<file path="config.mk">
export PLATFORM = sky130hd
export DESIGN_NAME = led_countdown_scan
export DESIGN_NICKNAME = d
export VERILOG_FILES = /design/src/rtl/led_pkg.sv /design/src/rtl/bcd_to_seg7.sv /design/src/rtl/led_countdown_scan.sv
export SDC_FILE = /design/constraint.sdc
export NUM_CORES = 1
export LEC_CHECK = 0
export ABC_AREA = 1
export CORE_MARGIN = 5
export CORE_UTILIZATION = 47
export DETAILED_ROUTE_END_ITERATION = 12
export GPL_TIMING_DRIVEN = 0
export PLACE_DENSITY = 0.76
export SLEW_MARGIN = 15
export SYNTH_ARGS = -nofsm -noshare
export SYNTH_HDL_FRONTEND = slang
export SYNTH_SLANG_ARGS = --single-unit
</file>
<file path="constraint.sdc">
create_clock -name clk -period 4.5 [get_ports clk]
set_input_delay 0.9 -clock clk [delete_from_list [all_inputs] [get_ports clk]]
set_output_delay 0.9 -clock clk [all_outputs]
set_load 0.03 [all_outputs]
</file>
<file path="src/rtl/led_pkg.sv">
// Shared constants and helpers for the LED countdown/scan display.
// Latency: n/a (constants and a pure function only).
// Backpressure: n/a.
//
// Contents:
//   SEG_BLANK, SEG_0..SEG_9  active-low 7-segment patterns, bit order {g,f,e,d,c,b,a}
//   bcd_dec_borrow           one nibble of a ripple-borrow BCD decrement
package led_pkg;

  localparam logic [6:0] SEG_BLANK = 7'h7F;
  localparam logic [6:0] SEG_0     = 7'b1000000;
  localparam logic [6:0] SEG_1     = 7'b1111001;
  localparam logic [6:0] SEG_2     = 7'b0100100;
  localparam logic [6:0] SEG_3     = 7'b0110000;
  localparam logic [6:0] SEG_4     = 7'b0011001;
  localparam logic [6:0] SEG_5     = 7'b0010010;
  localparam logic [6:0] SEG_6     = 7'b0000010;
  localparam logic [6:0] SEG_7     = 7'b1111000;
  localparam logic [6:0] SEG_8     = 7'b0000000;
  localparam logic [6:0] SEG_9     = 7'b0010000;

  // Decrement one BCD nibble when borrow_in is set.
  // Returns {borrow_out, nibble_out}; a nibble at 0 becomes 9 and borrows onward.
  function automatic logic [4:0] bcd_dec_borrow(input logic [3:0] nib,
                                                input logic       borrow_in);
    logic [4:0] r;
    if (!borrow_in) begin
      r = {1'b0, nib};
    end else if (nib == 4'd0) begin
      r = {1'b1, 4'd9};
    end else begin
      r = {1'b0, nib - 4'd1};
    end
    return r;
  endfunction

endpackage

</file>
<file path="src/rtl/bcd_to_seg7.sv">
// BCD nibble to active-low 7-segment pattern; values above 9 show blank.
// Latency: combinational.
// Backpressure: none.
//
// Ports:
//   bcd  in   4  BCD digit
//   seg  out  7  segments {g,f,e,d,c,b,a}, active-low
module bcd_to_seg7
  import led_pkg::*;
(
  input  logic [3:0] bcd,
  output logic [6:0] seg
);

  always_comb begin
    seg = SEG_BLANK;
    case (bcd)
      4'd0:    seg = SEG_0;
      4'd1:    seg = SEG_1;
      4'd2:    seg = SEG_2;
      4'd3:    seg = SEG_3;
      4'd4:    seg = SEG_4;
      4'd5:    seg = SEG_5;
      4'd6:    seg = SEG_6;
      4'd7:    seg = SEG_7;
      4'd8:    seg = SEG_8;
      4'd9:    seg = SEG_9;
      default: seg = SEG_BLANK;
    endcase
  end

endmodule

</file>
<file path="src/rtl/led_countdown_scan.sv">
// Multiplexed 7-segment scan controller with a built-in BCD countdown timer.
// Latency: led_en/led_seg follow the digit index by 1 clk; done is registered.
// Backpressure: none; start/pause are sampled every cycle.
//
// Ports:
//   clk, rst     clock (rising edge), asynchronous active-high reset
//   start        1-cycle pulse: latch load_val and (re)start the countdown
//   pause        level: freeze the countdown, scanning continues
//   load_val     BCD start value, nibble 0 least significant
//   static_bcd   BCD for the lower digits, nibble i -> digit i
//   led_en       digit enables, active-low, one-hot-zero
//   led_seg      segments {g,f,e,d,c,b,a}, active-low
//   led_dp       decimal point, always off
//   running      countdown active
//   done         1-cycle pulse when the count reaches 0
module led_countdown_scan
  import led_pkg::*;
#(
  parameter int NUM_DIGITS  = 8,
  parameter int CNT_DIGITS  = 2,
  parameter int SCAN_DIV    = 200_000,
  parameter int TICK_DIV    = 100_000_000,
  parameter int AUTO_RELOAD = 1
) (
  input  logic                               clk,
  input  logic                               rst,
  input  logic                               start,
  input  logic                               pause,
  input  logic [4*CNT_DIGITS-1:0]            load_val,
  input  logic [4*(NUM_DIGITS-CNT_DIGITS)-1:0] static_bcd,
  output logic [NUM_DIGITS-1:0]              led_en,
  output logic [6:0]                         led_seg,
  output logic                               led_dp,
  output logic                               running,
  output logic                               done
);

  localparam int SW = $clog2(SCAN_DIV);
  localparam int TW = $clog2(TICK_DIV);
  localparam int IW = (NUM_DIGITS > 1) ? $clog2(NUM_DIGITS) : 1;
  localparam int CW = 4 * CNT_DIGITS;
  localparam int SD = NUM_DIGITS - CNT_DIGITS;  // number of static digits

  logic [SW-1:0] scan_div;
  logic [TW-1:0] tick_div;
  logic [IW-1:0] idx;
  logic [CW-1:0] count;
  logic [CW-1:0] reload;
  logic [CW-1:0] cnt_dec;
  logic          armed;
  logic          tick;
  logic          count_zero;
  logic          dec_zero;
  logic [3:0]    dig_nib;
  logic [6:0]    dig_seg;

  assign led_dp = 1'b1;

  // Ripple-borrow BCD decrement of the whole count, LSD first.
  always_comb begin
    logic       borrow;
    logic [4:0] r;
    borrow  = 1'b1;
    r       = '0;
    cnt_dec = '0;
    for (int k = 0; k < CNT_DIGITS; k++) begin
      r                  = bcd_dec_borrow(count[4*k +: 4], borrow);
      cnt_dec[4*k +: 4]  = r[3:0];
      borrow             = r[4];
    end
  end

  assign count_zero = (count == '0);
  assign dec_zero   = (cnt_dec == '0);
  assign tick       = running && !pause && (tick_div == TW'(TICK_DIV - 1));

  // Countdown, reload and tick divider.
  // With auto-reload the terminal count is not reported: the timer simply
  // wraps back to the reload value one tick after showing zero.
  always_ff @(posedge clk or posedge rst) begin
    if (rst) begin
      count    <= '0;
      reload   <= '0;
      tick_div <= '0;
      running  <= 1'b0;
      done     <= 1'b0;
      armed    <= 1'b0;
    end else begin
      done <= 1'b0;
      if (start) begin
        count    <= load_val;
        reload   <= load_val;
        tick_div <= '0;
        armed    <= 1'b1;
        if (load_val == '0) begin
          running <= 1'b0;
          done    <= 1'b1;
        end else begin
          running <= 1'b1;
        end
      end else if (running && !pause) begin
        if (tick) begin
          tick_div <= '0;
          if (count_zero) begin
            if (AUTO_RELOAD != 0) count <= reload;
          end else begin
            count <= cnt_dec;
            if (dec_zero && (AUTO_RELOAD == 0)) begin
              done    <= 1'b1;
              running <= 1'b0;
            end
          end
        end else begin
          tick_div <= tick_div + TW'(1);
        end
      end
    end
  end

  // Scan divider and digit index; idle until the first start.
  always_ff @(posedge clk or posedge rst) begin
    if (rst) begin
      scan_div <= '0;
      idx      <= '0;
    end else if (armed) begin
      if (scan_div == SW'(SCAN_DIV - 1)) begin
        scan_div <= '0;
        if (idx == IW'(NUM_DIGITS - 1)) idx <= '0;
        else                            idx <= idx + IW'(1);
      end else begin
        scan_div <= scan_div + SW'(1);
      end
    end
  end

  // Digit mux: low digits from static_bcd, high digits from the count.
  always_comb begin
    dig_nib = 4'hF;
    for (int d = 0; d < SD; d++) begin
      if (idx == IW'(d)) dig_nib = static_bcd[4*d +: 4];
    end
    for (int k = 0; k < CNT_DIGITS; k++) begin
      if (idx == IW'(SD + k)) dig_nib = count[4*k +: 4];
    end
  end

  bcd_to_seg7 u_dec (
    .bcd (dig_nib),
    .seg (dig_seg)
  );

  // Enable and segments are registered together from the same index so a
  // digit is never lit with its neighbour's pattern.
  always_ff @(posedge clk or posedge rst) begin
    if (rst) begin
      led_en  <= '1;
      led_seg <= SEG_BLANK;
    end else if (armed) begin
      led_en  <= ~({{(NUM_DIGITS-1){1'b0}}, 1'b1} << idx);
      led_seg <= dig_seg;
    end else begin
      led_en  <= '1;
      led_seg <= SEG_BLANK;
    end
  end

endmodule

</file>
==> run metrics <==
outcome=complete, no violations; WP buf/inv=1; reg2reg end=led_seg[3]$_DFF_PP1_; ys async rst share=1.00; most used cells in the layout excluding fill and tap cells=nand2_1, inv_1, dfrtp_1; via count=4060; CP max stage delay=0.67 ns; Worst-Margin Slew=0.502 ns; Seq/Total Area, Yosys=0.444; clk sinks=82; Reg2Reg Launch Point=idx[1]$_DFFE_PP0P_; min-delay src=reload[6]$_DFFE_PP0P_; maxcap violations=0; TNS Setup=0 ns; static leakage=2.54 nW; Max FO, Critical Path=1; H-tree levels=3; Clock transition at path regs=0.08 ns; Core Box Area=9730 um2; cell count of the worst hold path=2; crit path cell chain=clkdlybuf4s50_1; Die X=110 um; Worst Hold Class=flip-flop to flip-flop; number of flops mapped to enable cells by yosys=0; cts bufs inserted=9; Die ar.=12000 um2; Period minus WS final=2.45 ns; CP top delay family=buffers and inverters; number of port buffers=51; Setup Skew=0.00837 ns; layout cells sized above 1=0.126; synth unique cells=53; postcts setup bufs=0; post-route clock period utilization=0.543; CTS Hold Bufs=0; endpoints failing hold=0; Cells after Synth=599; DR DRC count=0; RSZ-0062 raised after global routing=no; Area after DPL=5370 um2; Synth Net Count=644; Yosys reg bits=82; Ports=54; Starting Density=0.479; Post-Syn Area=4660 um2; final net count=707; DRC violation total after the first TritonRoute iteration=246; gr ovfl total=0; clock tree buffer depth=2; critical path class=flip-flop to primary output; fill count=884; Total Wirelength=10600 um; DR pass1 iterations=5; chip height=110 um; most common cell after layout, fill and taps aside=nand2_1; Most used DFF post-synth=dfrtp_1; pin count of the biggest net entering global routing=55; YS warnings=0; maximum clock rate=409 MHz; synthesized area per cell=7.78 um2; antenna violations before repair=0; first-pass GRT wire length=18400 um; GP Congestion=0.903; worst skew pair latency=0.35 ns; CTS tree=built; fin area=5570 um2; final setup fails=0; CP Capture Type=primary output; Required @ worst endpoint=3.60 ns; Vias/cell=5.08; WP data arrival=1.55 ns; drt wl/cell=13.2 um; Reg2Reg Depth=20; Resize count post-CTS=0; ant diodes=0; antenna-violating nets left=0; vias in the first global route=4159; slowest library cell on the worst path=clkdlybuf4s50_1; maximum vdd drop=0.198 mV; CTS root buf=clkbuf_8; Cell Rows=36; Slew Limit Fails=0; hpwl dp=8060 um; crit start category=flip-flop; Power Density=267 nW/um2; Hold Path Sink=reload[6]$_DFFE_PP0P_; Syn-to-layout area delta=19.4%; post-layout total power=1.48 mW; Worst R2R Setup Slack=2.17 ns; aggregate global-route resource usage=0.190; max_slew headroom=0.665
-- cell families (layout without fill, tap and decap cells) --
family                   after synthesis  count (layout)  share of synthesized area
AND/OR/NAND/NOR                      320             320                      0.324
buffers and inverters                 96             164                     0.0843
AO/OA/AOI/OAI                         84              84                      0.110
flip-flops                            82              82                      0.444
adder cells (fa/ha/maj)                9               9                     0.0242
XOR/XNOR                               7               7                     0.0132
other                                  1               1                   0.000804
-- worst max-delay path by stage --
stage | startpoint | endpoint | slack, ns | cells after the start
3_3_place_gp | rst | reload[7]$_DFFE_PP0P_ | 0.17 | 2
3_5_place_dp | static_bcd[1] | led_seg[3]$_DFF_PP1_ | 1.76 | 19
2_1_floorplan | rst | armed$_DFFE_PP0P_ | 1.52 | 1
6_report | led_seg[4]$_DFF_PP1_ | led_seg[4] | 2.05 | 1
4_1_cts | led_seg[4]$_DFF_PP1_ | led_seg[4] | 2.03 | 1
5_1_grt | idx[1]$_DFFE_PP0P_ | led_seg[3]$_DFF_PP1_ | 1.93 | 20
-- state kept, by name (all words and copies together), names as in the netlist --
register,count
count,8
reload,8
done,1
scan_div,18
armed,1
running,1
idx,3
led_seg,7
led_en,8
tick_div,27
-- through the flow --
stage | cells | setup slack (ns) | hold slack, ns | utilization
detailed placement | 784 | 1.76 | 0.464 | 0.552
global route | 800 | 1.93 | 0.512 | 0.572
CTS | 800 | 2.03 | 0.479 | 0.572
global placement | 783 | 0.169 | 0.455 | 0.549
floorplan | 599 | 1.52 | 0.437 | -
finish | 800 | 2.05 | 0.471 | 0.572
-- metal layers --
metal | part of all wire | global-route usage
met1 | 0.45 | 0.243
met2 | 0.49 | 0.321
met3 | 0.048 | 0.0435
met4 | 0.014 | 0.0579
met5 | 0 | 0
-- report_power, final --
group | switching (mW) | total [mW] | leakage (nW) | internal (mW)
Clock | 0.253 | 0.540 | 0.101 | 0.287
Combinational | 0.0968 | 0.166 | 1.41 | 0.0695
Sequential | 0.0147 | 0.778 | 1.04 | 0.763
Total | 0.365 | 1.48 | 2.54 | 1.12
-- final cells by class --
type,instances,area (um2),share of cell area
inverter,87,338,0.0607
clock inverter,2,35.0,0.00629
multi-input combinational,421,2200,0.395
tap,133,166,0.0299
sequential,82,2070,0.372
clock buffer,14,163,0.0292
timing repair buffer,52,538,0.0967
buffer,9,57.6,0.0103
-- synthesized netlist by cell type (5+ instances only) --
cell type	instances	area [um2]
nand2_1	158	593
inv_1	77	289
dfrtp_1	67	1680
nor2_1	62	233
nand3_1	32	160
o21ai_0	27	135
a21oi_1	20	100
dfstp_2	15	394
nor3_1	15	75.1
o21ai_1	11	55.1
ha_1	9	113
nand2_2	8	50.1
inv_2	7	26.3
nand4_1	7	43.8
nor4_1	7	43.8
a31oi_1	5	31.3
nand3_2	5	50.1
nor2_4	5	56.3
(Power assumes the default switching activity.)
